**src/rtl/backplane_pkg.sv**
```systemverilog
// Shared definitions for the backplane sampler.
// Holds the default parameter values, the edge-pattern constants for the
// default filter length, and a helper that builds the qualifying edge
// pattern for any filter length.
package backplane_pkg;

    localparam int unsigned WORD_W_DEF      = 8;
    localparam int unsigned EDGE_FILT_DEF   = 3;
    localparam int unsigned GAP_CYCLES_DEF  = 5;
    localparam int unsigned IDLE_CYCLES_DEF = 255;
    localparam int unsigned FIFO_DEPTH_DEF  = 4;
    localparam int unsigned EDGE_FILT_MAX   = 6;

    // Qualifying edge patterns for the default three-sample history.
    localparam logic [2:0] EDGE_PAT_RISE_DEF = 3'b011;
    localparam logic [2:0] EDGE_PAT_FALL_DEF = 3'b100;

    typedef enum logic {
        EDGE_RISING  = 1'b0,
        EDGE_FALLING = 1'b1
    } edge_sel_e;

    // MSB of the history window is the inactive level, all newer samples
    // are the active level; bits above the window are zero.
    function automatic logic [EDGE_FILT_MAX-1:0] edge_pattern(input int filt, input logic falling);
        logic [EDGE_FILT_MAX-1:0] pat;
        pat = '0;
        for (int i = 0; i < int'(EDGE_FILT_MAX); i++) begin
            if (i == filt - 1) begin
                pat[i] = falling;
            end else if (i < filt - 1) begin
                pat[i] = ~falling;
            end else begin
                pat[i] = 1'b0;
            end
        end
        return pat;
    endfunction

endpackage

```
**src/rtl/sample_fifo.sv**
```systemverilog
// First-word fall-through FIFO for assembled words.
// Ports: clk/rst (sync, active-high); push/push_data write side;
// pop_req request from the consumer (honoured only when valid);
// head_data registered head word (0 when empty); valid registered non-empty;
// drop is high in a cycle where a push hits a full FIFO with no pop.
module sample_fifo #(
    parameter int unsigned WIDTH = 8,
    parameter int unsigned DEPTH = 4
) (
    input  logic             clk,
    input  logic             rst,
    input  logic             push,
    input  logic [WIDTH-1:0] push_data,
    input  logic             pop_req,
    output logic [WIDTH-1:0] head_data,
    output logic             valid,
    output logic             drop
);

    localparam int unsigned AW = $clog2(DEPTH);
    localparam int unsigned CW = $clog2(DEPTH + 1);

    logic [WIDTH-1:0] mem_q [DEPTH];
    logic [WIDTH-1:0] mem_d [DEPTH];
    logic [AW-1:0]    wr_ptr_q, wr_ptr_d;
    logic [AW-1:0]    rd_ptr_q, rd_ptr_d;
    logic [CW-1:0]    count_q, count_d;
    logic [WIDTH-1:0] head_q, head_d;
    logic             valid_q, valid_d;
    logic             full_q, full_d;
    logic             pop_s, wr_en_s, drop_s;

    // Next-state for storage, pointers, occupancy and the registered head.
    always_comb begin
        pop_s    = pop_req && valid_q;
        // A full FIFO still accepts a push when the head leaves this cycle.
        wr_en_s  = push && (!full_q || pop_s);
        drop_s   = push && full_q && !pop_s;
        mem_d    = mem_q;
        wr_ptr_d = wr_ptr_q;
        rd_ptr_d = rd_ptr_q;
        if (wr_en_s) begin
            mem_d[wr_ptr_q] = push_data;
            wr_ptr_d        = wr_ptr_q + AW'(1);
        end else begin
            wr_ptr_d = wr_ptr_q;
        end
        if (pop_s) begin
            rd_ptr_d = rd_ptr_q + AW'(1);
        end else begin
            rd_ptr_d = rd_ptr_q;
        end
        case ({wr_en_s, pop_s})
            2'b10:   count_d = count_q + CW'(1);
            2'b01:   count_d = count_q - CW'(1);
            default: count_d = count_q;
        endcase
        valid_d = (count_d != CW'(0));
        full_d  = (count_d == CW'(DEPTH));
        // Head is looked up from next-state storage so a word written into
        // an empty FIFO is visible together with valid.
        if (valid_d) begin
            head_d = mem_d[rd_ptr_d];
        end else begin
            head_d = '0;
        end
    end

    // Storage array; contents are only meaningful behind valid pointers.
    always_ff @(posedge clk) begin
        mem_q <= mem_d;
    end

    // Pointer, occupancy and head registers.
    always_ff @(posedge clk) begin
        if (rst) begin
            wr_ptr_q <= '0;
            rd_ptr_q <= '0;
            count_q  <= '0;
            head_q   <= '0;
            valid_q  <= 1'b0;
            full_q   <= 1'b0;
        end else begin
            wr_ptr_q <= wr_ptr_d;
            rd_ptr_q <= rd_ptr_d;
            count_q  <= count_d;
            head_q   <= head_d;
            valid_q  <= valid_d;
            full_q   <= full_d;
        end
    end

    assign head_data = head_q;
    assign valid     = valid_q;
    assign drop      = drop_s;

endmodule

```
**src/rtl/backplane_sampler.sv**
```systemverilog
// Samples a slow asynchronous serial backplane (ext_clock/ext_data) into
// WORD_W-bit words, MSB first, and queues them in a small FWFT FIFO.
// Ports: clk/rst (sync, active-high); ext_clock/ext_data async bus inputs;
// invert_data inverts each sampled bit; sample_edge 0=rising 1=falling;
// out_data/out_valid/out_ready consumer handshake; overflow sticky drop
// flag with overflow_clr; clk_deactivate bus clock idle; resync one-cycle
// pulse when a partial word is discarded after a clock gap.
module backplane_sampler
    import backplane_pkg::*;
#(
    parameter int unsigned WORD_W      = WORD_W_DEF,
    parameter int unsigned EDGE_FILT   = EDGE_FILT_DEF,
    parameter int unsigned GAP_CYCLES  = GAP_CYCLES_DEF,
    parameter int unsigned IDLE_CYCLES = IDLE_CYCLES_DEF,
    parameter int unsigned FIFO_DEPTH  = FIFO_DEPTH_DEF
) (
    input  logic              clk,
    input  logic              rst,
    input  logic              ext_clock,
    input  logic              ext_data,
    input  logic              invert_data,
    input  logic              sample_edge,
    output logic [WORD_W-1:0] out_data,
    output logic              out_valid,
    input  logic              out_ready,
    output logic              overflow,
    input  logic              overflow_clr,
    output logic              clk_deactivate,
    output logic              resync
);

    localparam int unsigned BC_W = $clog2(WORD_W);
    localparam int unsigned SC_W = $clog2(IDLE_CYCLES + 1);

    logic                 clk_s1_q, clk_s2_q, clk_prev_q;
    logic                 dat_s1_q, dat_s2_q;
    logic [EDGE_FILT-1:0] hist_q, hist_d;
    logic [BC_W-1:0]      bit_cnt_q, bit_cnt_d;
    logic [WORD_W-2:0]    shift_q, shift_d;
    logic [SC_W-1:0]      stable_cnt_q, stable_cnt_d;
    logic                 clk_deactivate_q, clk_deactivate_d;
    logic                 resync_q, resync_d;
    logic                 overflow_q, overflow_d;

    logic [EDGE_FILT_MAX-1:0] edge_pat_s;
    logic                     edge_s, gap_s, clk_change_s, bit_s, push_s, drop_s;
    logic [WORD_W-1:0]        push_word_s;

    // Edge qualification, idle/gap tracking, word assembly and overflow.
    always_comb begin
        edge_pat_s   = edge_pattern(int'(EDGE_FILT), sample_edge);
        clk_change_s = clk_s2_q ^ clk_prev_q;
        edge_s       = (EDGE_FILT_MAX'(hist_q) == edge_pat_s) && !clk_deactivate_q;
        gap_s        = (stable_cnt_q == SC_W'(GAP_CYCLES));
        bit_s        = dat_s2_q ^ invert_data;
        push_word_s  = {shift_q, bit_s};

        // A dead bus parks the history at the inactive level so the first
        // real transition after it is seen as a clean edge.
        if (clk_deactivate_q) begin
            hist_d = {EDGE_FILT{sample_edge}};
        end else begin
            hist_d = {hist_q[EDGE_FILT-2:0], clk_s2_q};
        end

        if (clk_change_s) begin
            stable_cnt_d = '0;
        end else if (stable_cnt_q == SC_W'(IDLE_CYCLES)) begin
            stable_cnt_d = stable_cnt_q;
        end else begin
            stable_cnt_d = stable_cnt_q + SC_W'(1);
        end
        clk_deactivate_d = (stable_cnt_d == SC_W'(IDLE_CYCLES));

        bit_cnt_d = bit_cnt_q;
        shift_d   = shift_q;
        resync_d  = 1'b0;
        push_s    = 1'b0;
        // The gap check wins over a coincident edge: the word is abandoned.
        if (gap_s) begin
            bit_cnt_d = '0;
            shift_d   = '0;
            resync_d  = (bit_cnt_q != BC_W'(0));
        end else if (edge_s) begin
            shift_d = push_word_s[WORD_W-2:0];
            if (bit_cnt_q == BC_W'(WORD_W - 1)) begin
                bit_cnt_d = '0;
                push_s    = 1'b1;
            end else begin
                bit_cnt_d = bit_cnt_q + BC_W'(1);
            end
        end else begin
            bit_cnt_d = bit_cnt_q;
        end

        // A drop in the same cycle as a clear keeps the flag set.
        if (drop_s) begin
            overflow_d = 1'b1;
        end else if (overflow_clr) begin
            overflow_d = 1'b0;
        end else begin
            overflow_d = overflow_q;
        end
    end

    // Synchronisers, edge history, counters and registered status outputs.
    always_ff @(posedge clk) begin
        if (rst) begin
            clk_s1_q         <= sample_edge;
            clk_s2_q         <= sample_edge;
            clk_prev_q       <= sample_edge;
            dat_s1_q         <= 1'b0;
            dat_s2_q         <= 1'b0;
            hist_q           <= {EDGE_FILT{sample_edge}};
            bit_cnt_q        <= '0;
            shift_q          <= '0;
            stable_cnt_q     <= SC_W'(IDLE_CYCLES);
            clk_deactivate_q <= 1'b1;
            resync_q         <= 1'b0;
            overflow_q       <= 1'b0;
        end else begin
            clk_s1_q         <= ext_clock;
            clk_s2_q         <= clk_s1_q;
            clk_prev_q       <= clk_s2_q;
            dat_s1_q         <= ext_data;
            dat_s2_q         <= dat_s1_q;
            hist_q           <= hist_d;
            bit_cnt_q        <= bit_cnt_d;
            shift_q          <= shift_d;
            stable_cnt_q     <= stable_cnt_d;
            clk_deactivate_q <= clk_deactivate_d;
            resync_q         <= resync_d;
            overflow_q       <= overflow_d;
        end
    end

    sample_fifo #(
        .WIDTH (WORD_W),
        .DEPTH (FIFO_DEPTH)
    ) u_fifo (
        .clk       (clk),
        .rst       (rst),
        .push      (push_s),
        .push_data (push_word_s),
        .pop_req   (out_ready),
        .head_data (out_data),
        .valid     (out_valid),
        .drop      (drop_s)
    );

    assign clk_deactivate = clk_deactivate_q;
    assign resync         = resync_q;
    assign overflow       = overflow_q;

endmodule

```
**config.mk**
```make
export PLATFORM = sky130hd
export DESIGN_NAME = backplane_sampler
export DESIGN_NICKNAME = d
export VERILOG_FILES = /design/src/rtl/backplane_pkg.sv /design/src/rtl/sample_fifo.sv /design/src/rtl/backplane_sampler.sv
export SDC_FILE = /design/constraint.sdc
export NUM_CORES = 1
export LEC_CHECK = 0
export CAP_MARGIN = 30
export CORE_ASPECT_RATIO = 1.1
export CORE_MARGIN = 2
export CORE_UTILIZATION = 55
export DETAILED_ROUTE_END_ITERATION = 8
export PLACE_DENSITY = 0.83
export SYNTH_ARGS = -nofsm -noshare
export SYNTH_HDL_FRONTEND = slang
export SYNTH_SLANG_ARGS = --single-unit
```
**constraint.sdc**
```tcl
create_clock -name clk -period 6 [get_ports clk]
set_clock_uncertainty 0.15 [all_clocks]
set_input_delay 0.9 -clock clk [delete_from_list [all_inputs] [get_ports clk]]
set_output_delay 0.9 -clock clk [all_outputs]
set_load 0.01 [all_outputs]
```
==> results of run 1 <==
[cells by family (layout without fill, tap and decap cells)]
| kind of cell | after synthesis | count (layout) | share of synthesized area (%) |
|---|---|---|---|
| simple gates | 107 | 107 | 15.16 |
| fa+ha+maj | 11 | 11 | 4.257 |
| flops | 78 | 78 | 45.80 |
| compound gates | 128 | 128 | 24.62 |
| buf+inv | 34 | 54 | 4.293 |
| mux | 7 | 7 | 2.128 |
| xor+xnor | 13 | 13 | 3.743 |
[cell usage after synthesis (all sizes together) (6+ instances only)]
cell type,count
nand3,6
nor2,16
ha,10
dfxtp,78
inv,17
buf,6
o21ai,57
a21oi,15
xnor2,7
o22ai,8
a31o,8
o32ai,16
o31ai,10
nand2,53
clkbuf,10
[routing by layer]
layer / track usage, % / share of wire (%) / routed length (microns) / up-vias
met3: 6.458 / 4.9 / 369 / 15
li1: - / - / - / 1397
met5: 0 / 0 / 0 / -
met1: 28.75 / 43 / 3250 / 1336
met2: 41.37 / 50 / 3752 / 94
met4: 9.091 / 1.9 / 144 / 0
[cells in the final DEF (no fill, tap or decap), drive strengths merged, types with 9 or more instances in the layout]
cell           Yosys  routed
a21oi             15      15
clkbuf            10       9
clkdlybuf4s50      0      19
dfxtp             78      78
ha                10      10
inv               17      18
nand2             53      53
nor2              16      16
o21ai             57      57
o31ai             10      10
o32ai             16      16
[worst max path at each step]
stage | startpoint | to | slack (ns) | cells past startpoint
6_report | sample_edge | u_fifo.head_data[2] | 1.15 | 12
5_1_grt | sample_edge | u_fifo.head_data[5] | 0.83 | 12
4_1_cts | sample_edge | u_fifo.head_data[5] | 1.18 | 12
3_5_place_dp | sample_edge | u_fifo.head_data[2] | 0.82 | 12
2_1_floorplan | sample_edge | u_fifo.head_data[1] | 2.03 | 13
3_3_place_gp | sample_edge | u_fifo.head_data[7] | 1.01 | 12
[power breakdown]
group          internal (W)  leakage (nW)  switching (W)
Combinational     0.0000325         0.577      0.0000389
Sequential         0.000531         0.634      0.0000180
Clock              0.000147        0.0813       0.000188
Total              0.000710          1.29       0.000245
[worst max-delay path, delay by kind of cell]
family / cells / cell delay, ns
AOI/OAI and AO/OA: 4 / 1.05
xor gates and xnor gates: 1 / 0.37
adders and majority gates: 2 / 0.72
buffers and inverters: 2 / 0.58
and+or+nand+nor: 3 / 1.33
[flip-flops by register name (all words and copies together) (netlist names)]
| name | cells |
|---|---|
| overflow | 1 |
| u_fifo.count_q | 3 |
| clk_s1_q | 1 |
| u_fifo.full_q | 1 |
| hist_q | 3 |
| clk_s2_q | 1 |
| u_fifo.wr_ptr_q | 2 |
| u_fifo.valid | 1 |
| u_fifo.rd_ptr_q | 2 |
| clk_prev_q | 1 |
| shift_q | 7 |
| u_fifo.head_data | 8 |
| bit_cnt_q | 3 |
| stable_cnt_q | 8 |
| u_fifo.mem_q | 32 |
| resync | 1 |
| dat_s1_q | 1 |
| dat_s2_q | 1 |
| clk_deactivate | 1 |
[metrics by stage]
step | setup slack (ns) | cells | power (W)
after detailed placement | 0.8207 | 463 | 0.0006315
final | 1.151 | 478 | 0.0009555
after global placement | 1.015 | 463 | 0.0006298
after CTS | 1.182 | 478 | 0.0009621
after floorplan | 2.027 | 378 | 0.0006098
after global routing | 0.8313 | 478 | 0.001002
[final cells by class]
class,count,area [sq um],area share (%)
Clock buffer,9,123.9,3.258
Clock inverter,6,38.79,1.020
Inverter,18,67.56,1.777
Multi-Input combinational cell,266,1705,44.85
Sequential cell,78,1562,41.07
Tap cell,80,100.1,2.632
Timing Repair Buffer,21,205.2,5.397
==> metrics, run 1 <==
max_slew headroom roughly half; initial antenna violation count 0; first-pass GRT wire length 12.81 mm; All-Layer GR Usage 24.05%; syn_area_per_cell 9.020 sq um; top-level I/O count 20; Via Count 2842; Overflow after GRT 0; CTS Buf Count 9; WL per Instance 15.73 microns; Syn-to-layout area delta 11.52%; cts repair resizes 0; CP required 6.12 ns; Antenna Violating Nets Remaining 0; drt first pass iters 5; number of max-cap violations 0; Max Slew Vio Count 0; Fillers between 500 and 600; largest area contributor in the netlist dfxtp_1; Worst Path Class, Setup in -> reg; Max VDD drop ~150 uV; Post-Route WL 7.517 mm; Reg-to-Reg Start hist_q[1]; port bufs 19; Fmax 206.2 MHz; ratio of cells with drive above 1 in the final layout 8.291%; clk root buf clkbuf_8; Synth Cell Area 3410 sq um; r2r setup slk 1.79 ns; hpwl dp 5.351 mm; Seq cells post-synth 78; Hold Startpoint clk_s1_q; PwrDens 251.3 nW/um^2; worst skew pair latency 0.35 ns; drt drc 0; RSZ-0062 raised after global routing false; Starting Density 56.07%; Syn. warnings 0; critical path's largest stage delay ~0.53 ns; Vias/cell 5.946; Die Y-Extent 86.58 microns; largest net degree at the start of global routing 33; Reg-to-Reg End u_fifo.head_data[2]; crit path capture type flop; Min-Delay Endpoint clk_s2_q; R2R depth 11; Setup TNS 0 ns; utilization after layout 62.53%; crit-path cells clkdlybuf4s50_1, nor4bb_1, o21ba_2, and4_4, inv_2, ha_1, fa_1, xnor3_1, a221oi_2, nor2b_1, o31ai_1, o22ai_1; clock slew seen by the registers of the worst setup and hold paths 0.08 ns; core footprint 6081 sq um; critical path arrival 4.97 ns; hold_ws 0.2966 ns; share of synthesized registers carrying an async set or reset 0%; clock buffer depth 2; Yosys cell types 54; Finish-stage setup viols 0; CP Max Fanout 12; worst min path class reg -> reg; number of global-route vias before repair 2757; Final Critical Period 4.849 ns; startpoint types input port; Synth area leaders dfxtp_1 46%, o21ai_0 8.1%, nand2_1 5.8%, o32ai_1 4.1%, ha_1 3.7%; Synth Instances 378; Slowest-stage cell, CP nor2b_1; H-Tree Depth 3; TritonCTS clock tree done; Fin. Hold Viols 0; 1st-iter DRT viols 234; cts hold-fix bufs 0; Post-CTS Setup Inserts 0; Tightest Pin Transition 0.7477 ns; fin area 3802 sq um; Post-DP Area 3640 sq um; outcome completed; Synth Net Count 397; die width between 70 and 80 microns; final net count 413; number of synthesized flops with an enable pin 0; Yosys top cell area share 45.80%; Main synth FF type dfxtp_1; Antenna diodes 0; FP Rows 30; TritonCTS Sinks just under 80; crit share post-route 80.81%; Leakage 1.292 nW; Die ar. 6845 sq um; Hold Path Depth 2; sequential area share after synthesis 45.80%; Placer Congestion 0.8591
Note: power is estimated with default switching activity, not from simulation.
==> run 2: changes to the inputs <==
--- a/config.mk
+++ b/config.mk
@@ -8,9 +8,9 @@
 export CAP_MARGIN = 30
 export CORE_ASPECT_RATIO = 1.1
 export CORE_MARGIN = 2
-export CORE_UTILIZATION = 55
+export CORE_UTILIZATION = 53
 export DETAILED_ROUTE_END_ITERATION = 8
-export PLACE_DENSITY = 0.83
+export PLACE_DENSITY = 0.84
 export SYNTH_ARGS = -nofsm -noshare
 export SYNTH_HDL_FRONTEND = slang
 export SYNTH_SLANG_ARGS = --single-unit
==> constraint.sdc (replaced) <==
create_clock -name clk -period 4.3 [get_ports clk]
set_clock_uncertainty 0.15 [all_clocks]
set_input_delay 0.645 -clock clk [delete_from_list [all_inputs] [get_ports clk]]
set_output_delay 0.645 -clock clk [all_outputs]
set_load 0.01 [all_outputs]
==> metrics, run 2 (synthesis gave the netlist of run 1 again) <==
crit path capture type flop (unchanged); startpoint types input port (unchanged); Worst Path Class, Setup in -> reg (unchanged); TritonCTS Sinks 78 (unchanged); clock buffer depth 2 (unchanged); Die ar. 7091 sq um (was 6845 sq um); Non-Filler Instances 485 (was 478); ratio of cells with drive above 1 in the final layout 9.877% (was 8.291%); max_slew headroom 46.29% (was 48.73%); initial antenna violation count 0 (unchanged); Setup TNS 0 ns (unchanged); Tightest Pin Transition 0.8029 ns (was 0.7477 ns); number of global-route vias before repair 2656 (was 2757); Max Slew Vio Count 0 (unchanged); Leakage 1.337 nW (was 1.292 nW); Fin. Hold Viols 0 (unchanged); Syn-to-layout area delta 14.17% (was 11.52%); WL per Instance 15.98 microns (was 15.73 microns); utilization after layout 62.85% (was 62.53%); Placed Cells 469 (was 463); hpwl dp 5.411 mm (was 5.351 mm); H-Tree Depth 3 (unchanged); outcome completed (unchanged); clock slew seen by the registers of the worst setup and hold paths 0.08 ns (about the same); RSZ-0062 raised after global routing false (unchanged); top-level I/O count 20 (unchanged); 1st-iter DRT viols 218 (was 234); die width 80.48 microns (was 79.07 microns); CP Max Fanout 7 (was 12); CP required 4.43 ns (was 6.12 ns); first-pass GRT wire length 12.28 mm (was 12.81 mm); worst min path class reg -> reg (unchanged); Overflow after GRT 0 (unchanged); drt first pass iters 5 (unchanged); FP Rows 30 (unchanged); critical path arrival 4.05 ns (was 4.97 ns); CTS Buf Count 9 (unchanged); Final WS setup 0.3744 ns (was 1.151 ns); Final Critical Period 3.926 ns; Antenna diodes 0 (unchanged); most common cell after layout, fill and taps aside dfxtp_1 (unchanged); number of max-cap violations 0 (unchanged); largest net degree at the start of global routing 23 (was 33); drt drc 0 (unchanged); All-Layer GR Usage 22.61% (was 24.05%); Most flops, register u_fifo.mem_q (unchanged); PwrDens 368.5 nW/um^2 (was 251.3 nW/um^2); port bufs 19 (unchanged); Finish-stage setup viols 0 (unchanged); Largest register FFs 32 (unchanged); hold_ws 0.2917 ns (was 0.2966 ns); clk root buf clkbuf_8 (unchanged); commonest cells after routing, fill and taps aside 78 x dfxtp_1, 55 x o21ai_0, 53 x nand2_1 (unchanged); crit share post-route 91.29%; Fillers 510 (was 546); cts repair resizes 0 (unchanged); Post-Route WL 7.751 mm (was 7.517 mm); Via Count 2927 (was 2842); Vias/cell 6.035 (was 5.946); Max VDD drop 226.0 uV (was 147.8 uV); Setup WS pre-CTS 0.02461 ns (was 0.8207 ns); TritonCTS clock tree done (unchanged); Starting Density 55.05% (was 56.07%); final net count 419 (was 413); cts hold-fix bufs 0 (unchanged); Fmax 254.7 MHz; Die Y-Extent 88.12 microns (was 86.58 microns); core footprint 6193 sq um (was 6081 sq um); Antenna Violating Nets Remaining 0 (unchanged); worst skew pair latency 0.35 ns (about the same); Placer Congestion 0.8508 (was 0.8591); Post-CTS Setup Inserts 0 (unchanged)
==> run 2: cell types whose count changed in the layout (fill, tap and decap cells not counted) <==
| cell | previous run | this run |
|---|---|---|
| clkinv_4 | 0 | 1 |
| clkbuf_8 | 9 | 10 |
| bufinv_16 | 0 | 1 |
| clkinvlp_4 | 2 | 3 |
| buf_4 | 2 | 8 |
| clkinv_2 | 3 | 0 |
==> run 2: metrics by stage <==
step	power, W	cell area [sq um]
final	0.001434	3892
after global routing	0.001481	3892
after CTS	0.001439	3892
after detailed placement	0.0008837	3685
after global placement	0.0008800	3685
after floorplan	0.0008509	3410
==> run 2: per-layer routing <==
layer	vias up	routed length [microns]	share of wire (%)	track usage, %
li1	1416	-	-	-
met1	1388	3378	44	27.71
met2	108	3836	49	38.86
met3	15	377	4.9	3.196
met4	0	158	2.0	11.25
met5	-	0	0	0
==> run 2: final cells by class <==
type | instances | area (sq um) | share of cell area, %
Timing Repair Buffer | 27 | 250.2 | 6.429
Sequential cell | 78 | 1562 | 40.12
Clock inverter | 6 | 70.07 | 1.800
Clock buffer | 10 | 137.6 | 3.536
Tap cell | 80 | 100.1 | 2.572
Inverter | 18 | 67.56 | 1.736
Multi-Input combinational cell | 266 | 1705 | 43.81
==> run 2: worst paths after layout <==
check | from | end | slack [ns] | cells past startpoint
max reg2reg | stable_cnt_q[1] | u_fifo.head_data[1] | 0.71 | 13
min | clk_s1_q | clk_s2_q | 0.29 | 2
min reg2reg | clk_s1_q | clk_s2_q | 0.29 | 2
max | sample_edge | u_fifo.head_data[1] | 0.37 | 12
==> run 2: power by group <==
group          internal (W)  leakage [nW]  switching, W
logic             0.0000465         0.608     0.0000581
registers          0.000741         0.634     0.0000252
clock network      0.000287        0.0951      0.000277
total               0.00107          1.34      0.000360
==> run 2: critical path: stages <==
cell	delay (ns)
clkdlybuf4s50_1	0.46
nor4bb_1	0.41
o21ba_2	0.22
and4_4	0.23
inv_2	0.04
ha_1	0.24
fa_1	0.44
xnor3_1	0.37
a221oi_2	0.35
nand2_1	0.26
a31o_2	0.27
o22ai_1	0.11
